<file path="src/rtl/magnitude_iter.sv">
// Iterative magnitude sqrt(x^2 + y^2): one-cycle exact square-sum followed by a
// restoring bit-serial square root, with a valid/accept handshake on both sides.
module magnitude_iter #(
  parameter int INPUT_BITS   = 16,
  parameter int SIGNED_INPUT = 0,
  parameter int ROUND        = 0,
  parameter int CHANNEL_BITS = 2
) (
  input  logic                    clk,
  input  logic                    rst,
  input  logic                    input_ready,
  output logic                    input_accept,
  input  logic [INPUT_BITS-1:0]   input_1,
  input  logic [INPUT_BITS-1:0]   input_2,
  input  logic [CHANNEL_BITS-1:0] input_channel,
  output logic                    output_ready,
  input  logic                    output_accept,
  output logic [INPUT_BITS:0]     output_1,
  output logic [CHANNEL_BITS-1:0] output_channel,
  output logic                    busy,
  output logic [1:0]              dbg_state
);

  localparam int SQUARE_SUM_BITS = 2*INPUT_BITS+1;
  localparam int OUTPUT_BITS     = INPUT_BITS+1;
  localparam int REM_BITS        = OUTPUT_BITS+3;
  localparam int CNT_BITS        = $clog2(OUTPUT_BITS+1);

  typedef enum logic [1:0] {IDLE, SQUARE, ROOT, HOLD} state_t;

  // Handshakes: a transfer happens on a rising edge where valid (input_ready /
  // output_ready) and accept (input_accept / output_accept) are both high.
  state_t                       state_q;
  logic [INPUT_BITS-1:0]        mag_x_q, mag_y_q, mag_x_d, mag_y_d;
  logic [CHANNEL_BITS-1:0]      chan_q;
  logic [SQUARE_SUM_BITS-1:0]   square_sum_output, sum_d;
  logic                         square_sum_output_ready;
  logic [2*INPUT_BITS-1:0]      sq_x, sq_y;
  logic [2*OUTPUT_BITS-1:0]     radicand_q;
  logic [REM_BITS-1:0]          rem_q, rem_d, rem_shift, trial;
  logic [OUTPUT_BITS-1:0]       root_q, root_d, root_final;
  logic [CNT_BITS-1:0]          cnt_q;
  logic                         round_up, in_hs, out_hs;

  function automatic logic [INPUT_BITS-1:0] magnitude_of(input logic [INPUT_BITS-1:0] v);
    // The most negative value maps to 2^(INPUT_BITS-1), which still fits unsigned.
    if (SIGNED_INPUT != 0 && v[INPUT_BITS-1]) return ~v + 1'b1;
    return v;
  endfunction

  assign input_accept = (state_q == IDLE) || (state_q == HOLD && output_accept);
  assign in_hs        = input_ready && input_accept;
  assign out_hs       = output_ready && output_accept;
  assign busy         = (state_q != IDLE);
  assign dbg_state    = state_q;

  assign mag_x_d = magnitude_of(input_1);
  assign mag_y_d = magnitude_of(input_2);
  assign sq_x    = {{INPUT_BITS{1'b0}}, mag_x_q} * {{INPUT_BITS{1'b0}}, mag_x_q};
  assign sq_y    = {{INPUT_BITS{1'b0}}, mag_y_q} * {{INPUT_BITS{1'b0}}, mag_y_q};
  assign sum_d   = {1'b0, sq_x} + {1'b0, sq_y};

  // Restoring step: bring down the next two radicand bits, try subtracting 4r+1.
  assign rem_shift = {rem_q[REM_BITS-3:0], radicand_q[2*OUTPUT_BITS-1 -: 2]};
  assign trial     = {1'b0, root_q, 2'b01};

  always_comb begin
    rem_d  = rem_shift;
    root_d = {root_q[OUTPUT_BITS-2:0], 1'b0};
    if (rem_shift >= trial) begin
      rem_d  = rem_shift - trial;
      root_d = {root_q[OUTPUT_BITS-2:0], 1'b1};
    end
  end

  assign round_up   = (ROUND != 0) && (rem_q > {3'b000, root_q});
  assign root_final = root_q + OUTPUT_BITS'(round_up);

  always_ff @(posedge clk) begin
    if (rst) begin
      state_q                 <= IDLE;
      mag_x_q                 <= '0;
      mag_y_q                 <= '0;
      chan_q                  <= '0;
      square_sum_output       <= '0;
      square_sum_output_ready <= 1'b0;
      radicand_q              <= '0;
      rem_q                   <= '0;
      root_q                  <= '0;
      cnt_q                   <= '0;
      output_ready            <= 1'b0;
      output_1                <= '0;
      output_channel          <= '0;
    end else begin
      square_sum_output_ready <= 1'b0;
      case (state_q)
        IDLE: begin
          if (in_hs) begin
            mag_x_q <= mag_x_d;
            mag_y_q <= mag_y_d;
            chan_q  <= input_channel;
            state_q <= SQUARE;
          end
        end
        SQUARE: begin
          square_sum_output       <= sum_d;
          square_sum_output_ready <= 1'b1;
          radicand_q              <= {1'b0, sum_d};
          rem_q                   <= '0;
          root_q                  <= '0;
          cnt_q                   <= '0;
          state_q                 <= ROOT;
        end
        ROOT: begin
          // OUTPUT_BITS iteration cycles, then one cycle to round and publish.
          if (cnt_q == CNT_BITS'(OUTPUT_BITS)) begin
            output_1       <= root_final;
            output_channel <= chan_q;
            output_ready   <= 1'b1;
            state_q        <= HOLD;
          end else begin
            rem_q      <= rem_d;
            root_q     <= root_d;
            radicand_q <= radicand_q << 2;
            cnt_q      <= cnt_q + 1'b1;
          end
        end
        HOLD: begin
          if (out_hs) begin
            output_ready <= 1'b0;
            if (in_hs) begin
              mag_x_q <= mag_x_d;
              mag_y_q <= mag_y_d;
              chan_q  <= input_channel;
              state_q <= SQUARE;
            end else begin
              state_q <= IDLE;
            end
          end
        end
        default: state_q <= IDLE;
      endcase
    end
  end

endmodule

</file>
<file path="config.mk">
export PLATFORM = sky130hd
export DESIGN_NAME = magnitude_iter
export DESIGN_NICKNAME = d
export VERILOG_FILES = /design/src/rtl/magnitude_iter.sv
export SDC_FILE = /design/constraint.sdc
export NUM_CORES = 1
export LEC_CHECK = 0
export ABC_AREA = 1
export CORE_ASPECT_RATIO = 1.2
export CORE_MARGIN = 5
export CORE_UTILIZATION = 40
export DETAILED_ROUTE_END_ITERATION = 8
export GPL_TIMING_DRIVEN = 0
export SLEW_MARGIN = 20
export SYNTH_ARGS = -nofsm -noshare
export SYNTH_HDL_FRONTEND = slang
export SYNTH_SLANG_ARGS = --single-unit
</file>
<file path="constraint.sdc">
create_clock -name clk -period 8.2 [get_ports clk]
set_input_delay 1.23 -clock clk [delete_from_list [all_inputs] [get_ports clk]]
set_output_delay 1.23 -clock clk [all_outputs]
set_load 0.02 [all_outputs]
</file>
==> results of run 1 <==
[per-layer routing]
metal,vias to the layer above,GRT usage [%]
li1,8527,-
met3,123,2.94
met4,0,8.54
met2,377,39.1
met1,8433,24.8
met5,-,0
[worst max-delay path, delay by kind of cell, from the launching register on]
kind            cells  cell delay [ps]
simple gates        8             1410
fa+ha+maj           9             4460
buf+inv             6             1520
flops               1              350
compound gates      1               80
[flip-flops by register name, summed over array words and instances (netlist names)]
register and count:
radicand_q 34, rem_q 18, output_1 17, root_q 17
mag_x_q 16, mag_y_q 16, cnt_q 5, chan_q 2
dbg_state 2, output_channel 2, output_ready 1
[cell type report]
cell class                      count  area (sq um)  share of cell area (%)
Buffer                            114           475                    1.96
Clock buffer                       18           429                    1.77
Clock inverter                     14           169                   0.697
Inverter                          815          3060                    12.6
Multi-Input combinational cell   1790         16000                    66.0
Sequential cell                   130          2600                    10.7
Tap cell                          720           901                    3.72
Timing Repair Buffer               60           601                    2.48
[cells by family (layout without fill, tap and decap cells)]
group	Yosys count	after routing	synth area share, %
flip-flops	130	130	11.8
buffers and inverters	929	1021	16.0
XOR/XNOR	42	42	1.66
AND/OR/NAND/NOR	831	831	15.6
AO/OA/AOI/OAI	306	306	7.43
adder cells (fa/ha/maj)	611	611	47.6
[through the flow]
| stage | std cells | util [%] | hold slack [ps] | cell area (sq um) | setup slack, ps |
|---|---|---|---|---|---|
| 2_1_floorplan | 2849 | - | 430 | 22100 | 1840 |
| 3_3_place_gp | 3629 | 43.1 | 448 | 23600 | 328 |
| 3_5_place_dp | 3629 | 43.1 | 455 | 23600 | 388 |
| 4_1_cts | 3661 | 44.2 | 466 | 24200 | 292 |
| 5_1_grt | 3661 | 44.2 | 478 | 24200 | 1.69 |
| 6_report | 3661 | 44.2 | 467 | 24200 | 252 |
[worst max path at each step]
stage	start	end	cells past startpoint
2_1_floorplan	mag_x_q[4]	radicand_q[19]	24
3_3_place_gp	mag_y_q[13]	radicand_q[26]	24
3_5_place_dp	mag_y_q[12]	radicand_q[26]	24
4_1_cts	mag_y_q[12]	radicand_q[26]	24
5_1_grt	mag_y_q[11]	radicand_q[26]	23
6_report	mag_y_q[11]	radicand_q[26]	24
[cells in the final DEF (no fill, tap or decap), types with 3 or more instances in the layout]
master and count:
a21o_1 3, or2_2 5, nor2_4 3, nand3_1 76, inv_1 803, nand3_2 4, nand4_1 7, xnor2_1 17
ha_1 228, xor2_1 25, nor2_1 57, clkbuf_16 17, inv_6 4, a21oi_2 5, o21ai_0 95, a31o_2 4
clkdlybuf4s50_1 60, and3_1 3, buf_4 3, nand3b_1 17, nand2_2 10, nor3_1 16, o21ai_1 3, buf_2 9
fa_1 383, buf_6 3, clkbuf_1 97, nand2_1 624, dfxtp_1 130, inv_8 4, inv_2 12, a31oi_1 5
nor2_2 3, a21oi_1 172, o21bai_1 14
==> flow_metrics.tcl, run 1 <==
set metrics [dict create \
    status "completed" \
    dieArea_sq_um 60100 \
    required_ps 8550 \
    cts_tree "done" \
    coreArea_sq_um 54800 \
    grt_pass1_wl_um 99800 \
    nFillCells 5601 \
    initial_core_util_pct 40.4 \
    period_share_pct 96.9 \
    crit_chain "clkbuf_1, clkbuf_1, nand2_1, fa_1, inv_1, fa_1, fa_1, fa_1, fa_1, fa_1, fa_1, inv_1, fa_1, inv_1, ha_1, nand2_1, nor2_1, inv_1, nor3_1, nand3_1, nand3_1, nand2_1, nand3_1, a21oi_1" \
    ant_nets 0 \
    post-cts-setup-buffers 0 \
    gr-total-overflow 0 \
    r2r_start "mag_y_q[11]" \
    numCtsBuffers 17 \
    synthFlopType "dfxtp_1" \
    tightestPinTransition_ps 923 \
    antenna_cells 0 \
    first_pass_iters 7 \
    wl_met3_um 2070 \
    reg2reg_slack_ps 250 \
    min_from "chan_q[0]" \
    vias 17460 \
    syn_avg_cell_area_sq_um 7.76 \
    hp-class "flip-flop to flip-flop" \
    worst_setup_path_end_kind "flip-flop" \
    synth-edff-count 0 \
    cts.htree.levels 4 \
    r2r_end "radicand_q[26]" \
    cpMaxStageDelayCell "clkbuf_1" \
    io_buffers 60 \
    grt_start_max_net_pins 17 \
    fmax_ghz 0.126 \
    hold-path-cell-count 2 \
    setup_violations 0 \
    critical_path.most_common_cell "fa_1" \
    worstHoldEndpoint "output_channel[0]" \
    synth_most_common_cell "inv_1" \
    critPathMaxFanout 10 \
    wl_met2_um 31900 \
    insertion_delay_ps 470 \
    synth_nets 3498 \
    drt_iter0_drc 840 \
    synthDistinctLibCells 40 \
    slew_headroom_pct 38.5 \
    cts_root_buf "clkbuf_16" \
    drc_errors 0 \
    die_w_um 225 \
    wl_met1_um 24600 \
    cts_resized 0 \
    yosys_register_bits 130 \
    ys_top_cells_by_count "803 x inv_1, 624 x nand2_1, 383 x fa_1, 228 x ha_1, 172 x a21oi_1" \
    top_layer "met4" \
    clkTransAtPathRegs_ps 70 \
    place_congestion 0.923 \
    fin_nets 3577 \
    routedWlPerCell_um 16.7 \
    cp_slowest_stage_delay_ps 660 \
    synth_area_leaders "fa_1 35%, inv_1 14%, ha_1 13%" \
    routed_wl_um 61200 \
    syn2layout_area_growth_pct 9.50 \
    synth_top_area_share_pct 34.7 \
    rr_worst_depth 24 \
    maxCapViolCount 0 \
    path_class "flip-flop to flip-flop" \
    worstSetupStartpointType "flip-flop" \
    syn-cell-area_sq_um 22100 \
    die_h_um 268 \
    fin_tns_setup_ps 0 \
    grt_pass1_vias 18814 \
    syn-instance-count 2849 \
    dp_hpwl_um 53600 \
    drive_gt1_share_pct 3.37 \
    finalHoldViolCount 0 \
    grtUsageTotal_pct 21.2 \
    finClkSkew_ps 13.9 \
    arrival_ps 8290 \
    via_per_inst 4.77 \
    clockBufferDepth 2 \
    slew_viol_final 0 \
    finalWorstPathRequiredPeriod_ps 7950 \
    rsz0062_at_grt "false" \
    io_pins 62 \
    cts_sinks 130 \
    async_reset_ff_share_pct 0 \
    antenna_found_initial 0 \
    rows 94 \
    synth_area_leader_cell "fa_1" \
    hold_buffers 0 \
    yosysSeqAreaShare_pct 11.8 \
    ys_warn_count 0 \
]
Power of run 1 is left out: the tool's default activity adds up to more than one toggle a clock period on the data nets, which glitch-free logic cannot reach.
==> inputs of run 2 (changes only) <==
Settings changed: SLEW_MARGIN 20 to 10.
==> results of run 2 <==
Same layout as run 1: the final DEF is identical, and so are final timing and power.
Power of run 2 is left out for the same reason.
==> inputs of run 3 (changes only) <==
Settings changed: SKIP_LAST_GASP from default to 1, SLEW_MARGIN 10 to 20.
==> results of run 3 <==
Same layout as run 1: the final DEF is identical, and so are final timing and power.
Power of run 3 is left out for the same reason.
==> RTL change 1, RTL diff (flow settings as in run 3) <==
`CHANNEL_BITS`: 2 -> 4.
--- a/src/rtl/magnitude_iter.sv
+++ b/src/rtl/magnitude_iter.sv
@@ -6,3 +6,3 @@
   parameter int ROUND        = 0,
-  parameter int CHANNEL_BITS = 2
+  parameter int CHANNEL_BITS = 4
 ) (
Interface: changed (resized input_channel and output_channel); port bits go from 62 to 66. No check against the original RTL was run, so the function may have changed too.
==> RTL change 1 against run 3 <==
- utilization increased by 0.14 points
- worst setup slack improved by 0.15 ns
- routed wire length increased by 1.3%
- cell area increased by 0.53%
- count of clock-buffer cells in the layout decreased by 1
- area after synthesis increased by 0.49%
- sequential cell count increased by 4
- synthesized cell count increased by 0.42%
- via count increased by 0.57%
- sequential share of layout area increased by 0.27 points
- critical endpoint unchanged
Power is left out: the tool's default activity adds up to more than one toggle a clock period on the data nets, which glitch-free logic cannot reach.
==> RTL change 1: results (changes against run 3) <==
status: "finished, final reports clean"
syn_nets: 3512  # +0.40%
drt-initial-drc-count: 695  # -17%
top_regs: "radicand_q x34, rem_q x18"
fillCellCount: 5525  # -1.4%
hp-class: "register to register"
grt_usage: 0.2127  # +0.0004129
drive_above_1_share: 0.02976  # -0.003902
synthAdderAreaFrac: 0.4732  # -0.002328
crit_family: "adder cells"
synthMuxAreaShare: 0  # unchanged
drv_cap: 0  # unchanged
grt_use_met3: 0.03310  # +0.003724
final_nets: 3595  # +0.50%
viasPerCell: 4.776  # +0.14%
dpl_cell_area_mm2: 0.02377  # +0.63%
grtUsageMet1: 0.2495  # +0.001576
htree_num_levels: 4  # unchanged
use_met2: 0.3794  # -0.01193
ys_types: 44  # +10%
gp_congestion: 0.9386  # +1.7%
cts_resized: 0  # unchanged
port_buffers: 64  # +6.7%
relSlewSlack: 0.2711  # -0.1136
clock_latency_ns: 0.48
grt_pass1_vias: 19110  # +1.6%
synth_area_leaders: "fa_1 (34%), inv_1 (14%), ha_1 (13%)"
antennaDiodeCount: 0  # unchanged
place_ws_ns: 0.4545  # +0.06619 ns
numCtsBuffers: 17  # unchanged
grt_max_degree: 17  # unchanged
wl_um: 62020  # +1.3%
synth-main-ff-cell: "dfxtp_1"
clock_path_buffers: 2  # unchanged
grt_pass1_wl_um: 100500  # +0.69%
post-cts-setup-buffers: 0  # unchanged
crit_arrival_ns: 8.19  # -0.10 ns
antenna_found_initial: 1  # +1
cpPeakStageDelay_ns: 0.66  # about the same
crit_fanout: 10  # unchanged
crit_slowest_cell: "buf_1"
synthXorXnorAreaFrac: 0.01694  # +0.0003125
synth_compound_area_frac: 0.07502  # +0.0007620
synth_warnings: 0  # unchanged
firstDrtPassIters: 5  # -2
ys_seq_area_frac: 0.1207  # +0.003026
dpl.hpwl_um: 54320  # +1.3%
postSynth.asyncResetShare: 0  # unchanged
skew_ns: 0.01623  # +0.002290 ns
path_clk_slew_ns: 0.07  # about the same
synth_common_cells: "inv_1 (812), nand2_1 (631), fa_1 (383), ha_1 (228), a21oi_1 (177)"
cts_root_buf: "clkbuf_16"
RTL change 1: stage by stage:
stage	util	hold slack [ns]	cells
detailed placement	0.4328	0.4520	3645
CTS	0.4434	0.4626	3677
global route	0.4434	0.4873	3677
global placement	0.4328	0.4494	3645
floorplan	-	0.4297	2861
finish	0.4434	0.4635	3677
RTL change 1: layer usage:
| metal | wire length (um) | share of wire |
|---|---|---|
| met4 | 3464 | 0.056 |
| met1 | 24640 | 0.40 |
| met3 | 2542 | 0.041 |
| met2 | 31360 | 0.51 |
| met5 | 0 | 0 |
RTL change 1: final timing paths:
check | slack, ns | cells after the start | start | to
max reg2reg | 0.41 | 23 | mag_y_q[13] | radicand_q[26]
max | 0.41 | 23 | mag_y_q[13] | radicand_q[26]
min | 0.46 | 2 | chan_q[3] | output_channel[3]
min reg2reg | 0.46 | 2 | chan_q[3] | output_channel[3]
RTL change 1: area by class of cell:
type                    instances  area (um2)  area share
plain buffers                 114       480.5     0.01973
clock buffers                  17       425.4     0.01747
clock inverters                15       155.1    0.006371
inverters                     817        3069      0.1260
multi-input cells            1796       16000      0.6570
flip-flops and latches        134        2683      0.1102
well taps                     720       900.9     0.03699
repair buffers                 64       640.6     0.02630
RTL change 1: worst reg2reg max path: stages, from the launching register on:
cell      delay (ns)
dfxtp_1         0.31
clkbuf_1        0.47
buf_1           0.67
nand2_1         0.26
fa_1            0.54
inv_1           0.05
fa_1            0.53
fa_1            0.46
fa_1            0.60
fa_1            0.47
fa_1            0.49
fa_1            0.50
inv_1           0.05
fa_1            0.52
inv_1           0.06
ha_1            0.35
nand2_1         0.13
nor2_1          0.27
inv_1           0.11
nor3_1          0.26
nand3_1         0.19
nand4_1         0.14
nand3_1         0.11
a21oi_1         0.18
==> RTL change 2, RTL diff (flow settings as in run 3) <==
Made on the original files. Reset style: asynchronous (`rst`), changed in one clocked block.
--- a/src/rtl/magnitude_iter.sv
+++ b/src/rtl/magnitude_iter.sv
@@ -78,3 +78,3 @@
 
-  always_ff @(posedge clk) begin
+  always_ff @(posedge clk or posedge rst) begin
     if (rst) begin
Behaviour: differs if rst is asserted again (counterexample within 4 cycles, from zero or initial values and one cycle with rst high); with rst held inactive, the same outputs for 10 cycles.
==> RTL change 2 against run 3 <==
- routed wire length shrank 3.3%
- sequential cell count is the same
- critical endpoint is now radicand_q[23]
- critical path type unchanged
- worst setup slack gained 0.19 ns
- cell area grew 0.74%
- area after synthesis grew 0.75%
- die area grew 0.72%
- sequential share of layout area grew 2.6 points
Power is left out: the tool's default activity adds up to more than one toggle a clock period on the data nets, which glitch-free logic cannot reach.
==> RTL change 2: results (changes against run 3) <==
status: "finished, final reports clean"
worst_pin_slew_ns: 0.9912  # +0.06821 ns
skew_ns: 0.01717  # +0.003227 ns
antenna_found_initial: 1  # +1
synth_compound_area_frac: 0.04890  # -0.02536
holdWs_ns: 0.4782  # +0.01136 ns
synthAdderAreaFrac: 0.4720  # -0.003524
syn_nets: 3404  # -2.7%
crit_arrival_ns: 8.10  # -0.19 ns
grt_pass1_vias: 19030  # +1.1%
rr_worst_depth: 25  # +4.2%
clock.fmax_ghz: 0.1289  # +2.5%
place_ws_ns: 0.4968  # +0.1085 ns
grt_max_degree: 106  # +89
rr_startpoint: "mag_y_q[8]"
final_nets: 3485  # -2.6%
synth_common_cells: "inv_1 (775), nand2_1 (636), fa_1 (383), ha_1 (228), nor2_1 (137)"
min_path_cells: 2  # unchanged
grt_pass1_wl_um: 97910  # -1.9%
ys_types: 39  # -2.5%
firstDrtPassIters: 5  # -2
postSynth.asyncResetShare: 1.000  # +1.000
synthMuxAreaShare: 0.007579  # +0.007579
route.vias.total: 16970  # -2.8%
synthXorXnorAreaFrac: 0.01454  # -0.002088
drt-initial-drc-count: 824  # -1.9%
synth_area_leaders: "fa_1 (34%), dfrtp_1 (15%), inv_1 (13%)"
cpPeakStageDelay_ns: 0.57  # -0.09 ns
drive_above_1_share: 0.03229  # -0.001370
holdPathEnd: "radicand_q[19]"
reg2reg_to: "radicand_q[23]"
dpl.hpwl_um: 51360  # -4.2%
port_buffers: 61  # +1.7%
gp_congestion: 0.9642  # +4.5%
## RTL change 2: cell types whose count changed in the layout (fill, tap and decap cells not counted), moves of 15 or more
cell | run 3 | this run
dfrtp_1 | 0 | 130
dfxtp_1 | 130 | 0
a21oi_1 | 172 | 79
nor2_1 | 57 | 137
o21ai_0 | 95 | 39
clkbuf_1 | 97 | 67
inv_1 | 803 | 774
o21a_1 | 0 | 17
o22ai_1 | 1 | 17
mux2_2 | 0 | 15
## RTL change 2: final cells by class
type / count / area, um2 / share of cell area
multi-input combinational: 1756 / 15720 / 0.6442
buffer: 91 / 392.9 / 0.01610
inverter: 778 / 2928 / 0.1200
clock inverter: 13 / 127.6 / 0.005229
clock buffer: 19 / 442.9 / 0.01815
tap: 720 / 900.9 / 0.03691
timing repair buffer: 62 / 638.1 / 0.02615
sequential: 130 / 3253 / 0.1333
## RTL change 2: routing by layer
| metal | part of all wire | vias up | GRT usage |
|---|---|---|---|
| met2 | 0.52 | 355 | 0.3741 |
| met3 | 0.039 | 144 | 0.03811 |
| li1 | - | 8191 | - |
| met4 | 0.049 | 0 | 0.09424 |
| met1 | 0.40 | 8283 | 0.2350 |
| met5 | 0 | - | 0 |
## RTL change 2: through the flow
stage          instance area [um2]  utilization  cells
5_1_grt                      24400       0.4434   3569
2_1_floorplan                22290            -   2755
4_1_cts                      24400       0.4434   3569
6_report                     24400       0.4434   3569
3_3_place_gp                 23800       0.4324   3536
3_5_place_dp                 23830       0.4330   3537
## RTL change 2: worst min-delay path, cell delays in order (launching register included)
cell and delay (ns):
dfrtp_1 0.34, nand2_1 0.05, nand2_1 0.05
